**config.mk**
```make
export PLATFORM = sky130hd
export DESIGN_NAME = control_sequencer
export DESIGN_NICKNAME = d
export VERILOG_FILES = /design/src/rtl/control_sequencer.sv
export SDC_FILE = /design/constraint.sdc
export NUM_CORES = 1
export LEC_CHECK = 0
export BUFFER_PORTS_ARGS = -buffer_cell sky130_fd_sc_hd__buf_2
export CAP_MARGIN = 10
export CORE_MARGIN = 2
export CORE_UTILIZATION = 45
export DETAILED_ROUTE_END_ITERATION = 10
export PLACE_DENSITY = 0.82
export SLEW_MARGIN = 40
export SYNTH_ARGS = -nofsm -noshare
export SYNTH_HDL_FRONTEND = slang
export SYNTH_SLANG_ARGS = --single-unit
```
**constraint.sdc**
```tcl
create_clock -name clk -period 2.37 [get_ports clk]
set_clock_uncertainty 0.15 [all_clocks]
set_input_delay 0.3555 -clock clk [delete_from_list [all_inputs] [get_ports clk]]
set_output_delay 0.3555 -clock clk [all_outputs]
set_load 0.005 [all_outputs]
```
**src/rtl/control_sequencer.sv**
```systemverilog
// control_sequencer: Moore control-step sequencer for the SRC datapath.
// It steps fetch T0-T2 and execute T3-T7 for load/store/ALU opcodes.
// Outputs are decoded only from registered state, so they are held
// constant while a memory handshake stalls a step.
// Ports:
//   clk, reset (sync, active-high), IR[31:0], mem_rdy
//   register-file selects and strobes: Gra Grb Grc Rin Rout BAout
//   PC, MAR, MDR, IR, Y and Z strobes, Cout, Read, Write
//   alu_op[OPCODE_W-1:0], run, illegal
// Build option: SINGLE_STEP_EN adds input step and a WAIT_STEP state
// that is entered ahead of every T0.
module control_sequencer #(
    parameter int OPCODE_W = 5
) (
    input  logic                clk,
    input  logic                reset,
    input  logic [31:0]         IR,
    input  logic                mem_rdy,
`ifdef SINGLE_STEP_EN
    input  logic                step,
`endif
    output logic                Gra,
    output logic                Grb,
    output logic                Grc,
    output logic                Rin,
    output logic                Rout,
    output logic                BAout,
    output logic                PCout,
    output logic                PCin,
    output logic                IncPC,
    output logic                MARin,
    output logic                MDRin,
    output logic                MDRout,
    output logic                Read,
    output logic                Write,
    output logic                IRin,
    output logic                Yin,
    output logic                Zin,
    output logic                Zlowout,
    output logic                Cout,
    output logic [OPCODE_W-1:0] alu_op,
    output logic                run,
    output logic                illegal
);

    localparam logic [3:0] S_RST  = 4'd0;
    localparam logic [3:0] S_T0   = 4'd1;
    localparam logic [3:0] S_T1   = 4'd2;
    localparam logic [3:0] S_T2   = 4'd3;
    localparam logic [3:0] S_T3   = 4'd4;
    localparam logic [3:0] S_T4   = 4'd5;
    localparam logic [3:0] S_T5   = 4'd6;
    localparam logic [3:0] S_T6   = 4'd7;
    localparam logic [3:0] S_T7   = 4'd8;
    localparam logic [3:0] S_HALT = 4'd9;
`ifdef SINGLE_STEP_EN
    localparam logic [3:0] S_WAIT = 4'd10;
    localparam logic [3:0] S_ENTRY = S_WAIT;
`else
    localparam logic [3:0] S_ENTRY = S_T0;
`endif

    localparam logic [OPCODE_W-1:0] OP_LD   = OPCODE_W'(0);
    localparam logic [OPCODE_W-1:0] OP_LDI  = OPCODE_W'(1);
    localparam logic [OPCODE_W-1:0] OP_ST   = OPCODE_W'(2);
    localparam logic [OPCODE_W-1:0] OP_ADD  = OPCODE_W'(3);
    localparam logic [OPCODE_W-1:0] OP_SUB  = OPCODE_W'(4);
    localparam logic [OPCODE_W-1:0] OP_AND  = OPCODE_W'(5);
    localparam logic [OPCODE_W-1:0] OP_OR   = OPCODE_W'(6);
    localparam logic [OPCODE_W-1:0] OP_ADDI = OPCODE_W'(12);
    localparam logic [OPCODE_W-1:0] OP_ANDI = OPCODE_W'(13);
    localparam logic [OPCODE_W-1:0] OP_ORI  = OPCODE_W'(14);
    localparam logic [OPCODE_W-1:0] OP_NOP  = OPCODE_W'(26);
    localparam logic [OPCODE_W-1:0] OP_HALT = OPCODE_W'(27);

    function automatic logic is_rr(input logic [OPCODE_W-1:0] op);
        return (op == OP_ADD) || (op == OP_SUB) ||
               (op == OP_AND) || (op == OP_OR);
    endfunction

    function automatic logic is_imm(input logic [OPCODE_W-1:0] op);
        return (op == OP_ADDI) || (op == OP_ANDI) || (op == OP_ORI);
    endfunction

    function automatic logic is_mem(input logic [OPCODE_W-1:0] op);
        return (op == OP_LD) || (op == OP_LDI) || (op == OP_ST);
    endfunction

    logic [3:0]          state_q, state_d;
    logic [OPCODE_W-1:0] op_q, op_d;
    logic                ill_q, ill_d;
    logic [OPCODE_W-1:0] opc;
    logic                supported;

    assign opc       = IR[31 -: OPCODE_W];
    assign supported = is_rr(opc) || is_imm(opc) || is_mem(opc);

    logic unused_ir;
    assign unused_ir = ^IR[31-OPCODE_W:0];

    always_comb begin
        state_d = state_q;
        // Opcode is captured as IR is decoded so execute steps decode
        // from registered state only.
        op_d    = (state_q == S_T2) ? opc : op_q;
        ill_d   = (state_q == S_T0) ? 1'b0 : ill_q;
        case (state_q)
            S_RST: state_d = S_ENTRY;
            S_T0:  state_d = S_T1;
            S_T1:  if (mem_rdy) state_d = S_T2;
            S_T2: begin
                if (opc == OP_NOP) begin
                    state_d = S_ENTRY;
                end else if (opc == OP_HALT) begin
                    state_d = S_HALT;
                end else if (supported) begin
                    state_d = S_T3;
                end else begin
                    state_d = S_ENTRY;
                    ill_d   = 1'b1;
                end
            end
            S_T3: state_d = S_T4;
            S_T4: state_d = S_T5;
            S_T5: state_d = (op_q == OP_LD || op_q == OP_ST) ? S_T6 : S_ENTRY;
            S_T6: if (op_q == OP_ST || mem_rdy) state_d = S_T7;
            S_T7: if (op_q != OP_ST || mem_rdy) state_d = S_ENTRY;
            S_HALT: state_d = S_HALT;
`ifdef SINGLE_STEP_EN
            S_WAIT: if (step) state_d = S_T0;
`endif
            default: state_d = S_RST;
        endcase
    end

    always_ff @(posedge clk) begin
        if (reset) begin
            state_q <= S_RST;
            op_q    <= '0;
            ill_q   <= 1'b0;
        end else begin
            state_q <= state_d;
            op_q    <= op_d;
            ill_q   <= ill_d;
        end
    end

    always_comb begin
        Gra = 1'b0; Grb = 1'b0; Grc = 1'b0;
        Rin = 1'b0; Rout = 1'b0; BAout = 1'b0;
        PCout = 1'b0; PCin = 1'b0; IncPC = 1'b0;
        MARin = 1'b0; MDRin = 1'b0; MDRout = 1'b0;
        Read = 1'b0; Write = 1'b0; IRin = 1'b0;
        Yin = 1'b0; Zin = 1'b0; Zlowout = 1'b0; Cout = 1'b0;
        alu_op  = '0;
        run     = (state_q != S_RST) && (state_q != S_HALT);
        illegal = (state_q == S_T0) && ill_q;
        case (state_q)
            S_T0: begin
                PCout = 1'b1; MARin = 1'b1; IncPC = 1'b1; Zin = 1'b1;
            end
            S_T1: begin
                Zlowout = 1'b1; PCin = 1'b1; Read = 1'b1; MDRin = 1'b1;
            end
            S_T2: begin
                MDRout = 1'b1; IRin = 1'b1;
            end
            S_T3: begin
                Grb = 1'b1; Yin = 1'b1;
                // Loads/stores and ldi use the base-address path so R0 reads as 0.
                if (is_mem(op_q)) BAout = 1'b1;
                else Rout = 1'b1;
            end
            S_T4: begin
                Zin = 1'b1;
                if (is_rr(op_q)) begin
                    Grc = 1'b1; Rout = 1'b1; alu_op = op_q;
                end else begin
                    Cout = 1'b1;
                    if (op_q == OP_ANDI) alu_op = OP_AND;
                    else if (op_q == OP_ORI) alu_op = OP_OR;
                    else alu_op = OP_ADD;
                end
            end
            S_T5: begin
                Zlowout = 1'b1;
                if (op_q == OP_LD || op_q == OP_ST) begin
                    MARin = 1'b1;
                end else begin
                    Gra = 1'b1; Rin = 1'b1;
                end
            end
            S_T6: begin
                MDRin = 1'b1;
                if (op_q == OP_ST) begin
                    Gra = 1'b1; Rout = 1'b1;
                end else begin
                    Read = 1'b1;
                end
            end
            S_T7: begin
                if (op_q == OP_ST) begin
                    Write = 1'b1;
                end else begin
                    MDRout = 1'b1; Gra = 1'b1; Rin = 1'b1;
                end
            end
            default: ;
        endcase
    end

endmodule

```
Word-level counts from Yosys, hierarchy flattened. Cells that the tools add are included.

Eq/ne operators: 33. Multiplexer cells: 42. Reduce and logical (&&, ||, !) cells: 27.

Operator list (number): case mux 4 bit (10 select lines) (1); == test 5 x 3 -> 1 bit, second input constant (6); == test 5 x 4 -> 1 bit, second input constant (5); two-way mux 1 bit (24); == test 5 x 2 -> 1 bit, second input constant (4); two-way mux 4 bit (5); logical OR 1 bit (17); == test 4 x 3 -> 1 bit, second input constant (4); two-way mux 3 bit (4); == test 5 x 1 -> 1 bit, second input constant (2); == test 5 bit, second input constant (2); zero test 5 bit (2); two-way mux 5 bit (2); == test 4 x 2 -> 1 bit, second input constant (2); == test 4 bit, second input constant (2); case mux 1 bit (2 select lines) (4); != test 2 bit, second input constant (3); case mux 1 bit (3 select lines) (2); OR reduction 2 bit (3); != test 5 x 2 -> 1 bit, second input constant (1); == test 4 x 1 -> 1 bit, second input constant (1); zero test 4 bit (1); != test 4 bit, second input constant (1); nonzero test 4 bit (1); 2 further kinds (3).

Register bits: 10. Bits of input ports: 35. Output and inout bits: 26. Word-level logic and storage cells: 105.

Depth between registers and ports, before layout.
Word-level depth: 10. Gate-level depth with buffers: 6.

Least setup slack after synthesis. No wires, ideal clock.

Path type: register to output. Start: reg state_q[0]. End: out alu_op[2]. Arrival: 1259 ps. Required time: 1864 ps. Path slack: 605 ps. Stages on the path, launching flop included: 5. Path buffers: 1. Path through: dfxtp_1 -> buf_2 -> nand2_1 -> or3_1 -> nor4b_1.

Cells in the longest elaborated chain, start to end: 2.

RTL lines: start, declared (line 89) `logic [3:0] state_q, state_d;`; start signal, assigned (line 142) `state_q <= state_d;`; == test 4 x 3 -> 1 bit (line 158) `case (state_q)`; two-way mux 5 bit (line 158); end, declared (line 41) `output logic [OPCODE_W-1:0] alu_op,`.

Every way passes these cells.

Final worst setup path.
Start: reg op_q[4]. End: out Rout.

Cells in the longest elaborated chain, start to end: 6. Elaborated cells between the ends (all ways): 16. Classes of those cells: eq/ne: 6; mux: 4; reduce/logical: 6.

RTL lines: start, declared (line 90) `logic [OPCODE_W-1:0] op_q, op_d;`; start signal, assigned (line 143) `op_q <= op_d;`; == test 5 x 2 -> 1 bit or == test 5 x 3 -> 1 bit (tied branches) (line 77) `return (op == OP_ADD) || (op == OP_SUB) ||`; logical OR 1 bit (2 in series) (line 77); logical OR 1 bit (line 78) `(op == OP_AND) || (op == OP_OR);`; two-way mux 1 bit (line 176) `if (is_rr(op_q)) begin`; case mux 1 bit (3 select lines) * (line 158); end, declared (line 26) `output logic Rout,`.

Mark *: on every way between the ends. The rest lies on a longest branch, timed or not.

==> results.md <==
* Later-pin clock latency in the skew report at 260 ps
* Status: finished, final reports clean
* Final hold vios at 0
* Synthesized netlist cell count at 126
* Warnings from Yosys at 0
* PwrDens at 505 nW/um^2
* Clock network fraction of total power at 21.0%
* Crit path max fanout at 7
* Static Leakage at 0.511 nW
* CP Class: flip-flop to output pin
* Finish-stage setup viols at 0
* Layout cells sized above 1 at between 20% and 30%
* Slew Viols, Final at 0
* Post-synth top area share at about 22%
* # IOs at around 60
* Max-cap viol count at 0
* Rows at 16
* Vias/cell at 5.63
* CTS Buf Count at 3
* Maximum clock path buffer count at 2
* Internal power at 0.000342 W
* Fin nets at between 150 and 200
* Largest area contributor in the netlist: dfxtp_1
* Overflow after GRT at 0
* WL per Instance at ~13 um
* Fillers at slightly above 200
* Initial antenna violation count at 0
* Pre-antenna DRT Iters at 4
* Yosys reg bits at 10
* Via Count at between 1000 and 1500
* Worst endpoint data arrival time at 1710 ps
* DP HPWL at approximately 1800 um
* Die width at ~50 um
* Pre-CTS setup slack at ~430 ps
* Tot GR Track Use at 20.7%
* Startpoint Class: flip-flop
* Sequential fraction of the synthesis area at 21.6%
* Mean Syn Cell Area at ~7.3 sq um
* Clk sinks at 10
* Fraction of power consumed by sequential logic at 38.5%
* Peak supply drop at 0.280 mV
* Die area at between 2000 and 2500 sq um
* Final Wtd Congestion at 0.874
* Core Area at roughly 1900 sq um
* Setup Buffers After CTS at 0
* Slew headroom at 63.6%
* RSZ-0062 raised after global routing: no
* Area of the mapped netlist at 926 sq um
* Clock slew at reported path FFs at roughly 60 ps
* Setup tns final at 0 ps
* First-pass GRT wire length at 4000 um
* Distinct cells, synth at 42
* CTS H-tree depth at 1
* Final min period at 2220 ps
* Largest net degree at the start of global routing at 17
* Hold Path Class: primary input to flip-flop
* Area grow syn2layout at 16.6%
* PortBufs at 31
* Number of diodes at 0
* Detailed Route WL at approximately 2300 um
* Slew @ Worst Pin at roughly 530 ps
* CP endpoint kind: output pin
* Synth area leaders: dfxtp_1 (22%), buf_4 (8.1%), nor2_1 (7.7%)
* Worst EP required at 1860 ps
* ANT nets after route at 0
* CTS root buffer: clkbuf_4
* # DRC at 0
* Achievable Freq at 0.451 GHz
* Die Y at 49.4 um
* Net Switching at between 0.0002 and 0.00025 W
* CTS tree: done
* Initial DRC Count at 24
* Initial Util at 47.7%
* Switching Share at 37.2%
* Comb power frac at 40.5%
* Setup ws final at 154 ps
* Final worst-path cycle share at 93.5%
* Vias in the first global route at around 880
sequential cells by signal, summed over array words and instances, names as in the netlist:
signal,flops
op_q,5
state_q,4
ill_q,1
cell type report:
class | count | area, sq um | area share, %
inverters | 5 | 18.8 | 1.74
well taps | 27 | 33.8 | 3.13
multi-input cells | 100 | 626 | 57.9
repair buffers | 34 | 178 | 16.5
clock buffers | 3 | 22.5 | 2.09
flip-flops and latches | 10 | 201 | 18.7
cell families (layout without fill, tap and decap cells):
logic type             Yosys count  after routing  synth area share, %
flip-flops                      10             10                 21.6
other                            1              2                0.405
multiplexers                     5              5                 5.41
XOR/XNOR                         2              2                 1.89
buffers and inverters           17             42                 11.2
AND/OR/NAND/NOR                 63             63                 38.5
AO/OA/AOI/OAI                   28             28                 20.9
worst max-delay path, cell delays in order (launching register included):
cell     delay [ps]
dfxtp_1         380
nor4_4          440
nand2_1         180
o32ai_1         280
buf_2           150
power by group through the flow:
stage	logic (W)	registers (W)	clock network, W
floorplan	0.000176	0.000196	0
global placement	0.000215	0.000212	0
detailed placement	0.000220	0.000213	0
CTS	0.000221	0.000209	0.000116
global route	0.000250	0.000213	0.000130
finish	0.000221	0.000210	0.000114
cells in the final DEF (no fill, tap or decap), types with 5 or more instances in the layout:
cell | Yosys | layout
dfxtp_1 | 10 | 9
inv_1 | 5 | 5
nor3_1 | 6 | 6
mux2i_1 | 5 | 5
nand2b_1 | 5 | 5
nand2_1 | 6 | 6
nor2_1 | 19 | 19
buf_2 | 2 | 31
a21oi_1 | 6 | 6
cells in the mapped netlist, drive strengths merged:
cell and instances:
buf 12, nor3 7, nor2b 4, a21o 1, and2 3, nor4b 1, o21ai 4, nor2 20
a22oi 1, nand4b 2, dfxtp 10, nand3b 1, mux2i 5, o32ai 2, inv 5, conb 1
o2111ai 1, a211o 1, and3 1, nand2 6, xor2 2, nand4 2, a2bb2oi 1, a21oi 6
a311oi 1, a31oi 2, a211oi 1, o2bb2ai 1, or3 4, o21bai 1, nand2b 5, nor4 4
o22ai 4, a2111oi 1, and2b 2, nand3 1
final timing paths:
path / startpoint / to / slack [ps] / cells past startpoint
setup / recovery: op_q[4] / Rout / 150 / 4
hold / removal: IR[28] / op_q[1] / 210 / 3
setup reg to reg: op_q[4] / state_q[2] / 620 / 5
hold reg to reg: ill_q / ill_q / 320 / 2
metrics by stage:
step                      total power [W]  cells  util (%)  hold WS, ps  instance area [sq um]
final                            0.000546    179      55.6          207                   1080
after global routing             0.000593    179      55.6          231                   1080
after CTS                        0.000547    179      55.5          209                   1080
after detailed placement         0.000433    176      54.4          315                   1060
after floorplan                  0.000372    127         -          291                    930
after global placement           0.000427    176      54.4          307                   1060
routing by layer:
layer	vias up	GRT usage, %	part of all wire, %
met1	466	26.7	45
met2	32	35.1	48
met3	3	2.76	5.5
met5	-	0	0
met4	0	7.14	1.2
li1	506	-	-
repair_timing:
action / in CTS / in global routing
resized for setup: 0 / 2
hold buffers: 0 / 0
setup endpoints to repair: 0 / 2
Note: power is estimated with default switching activity, not from simulation.
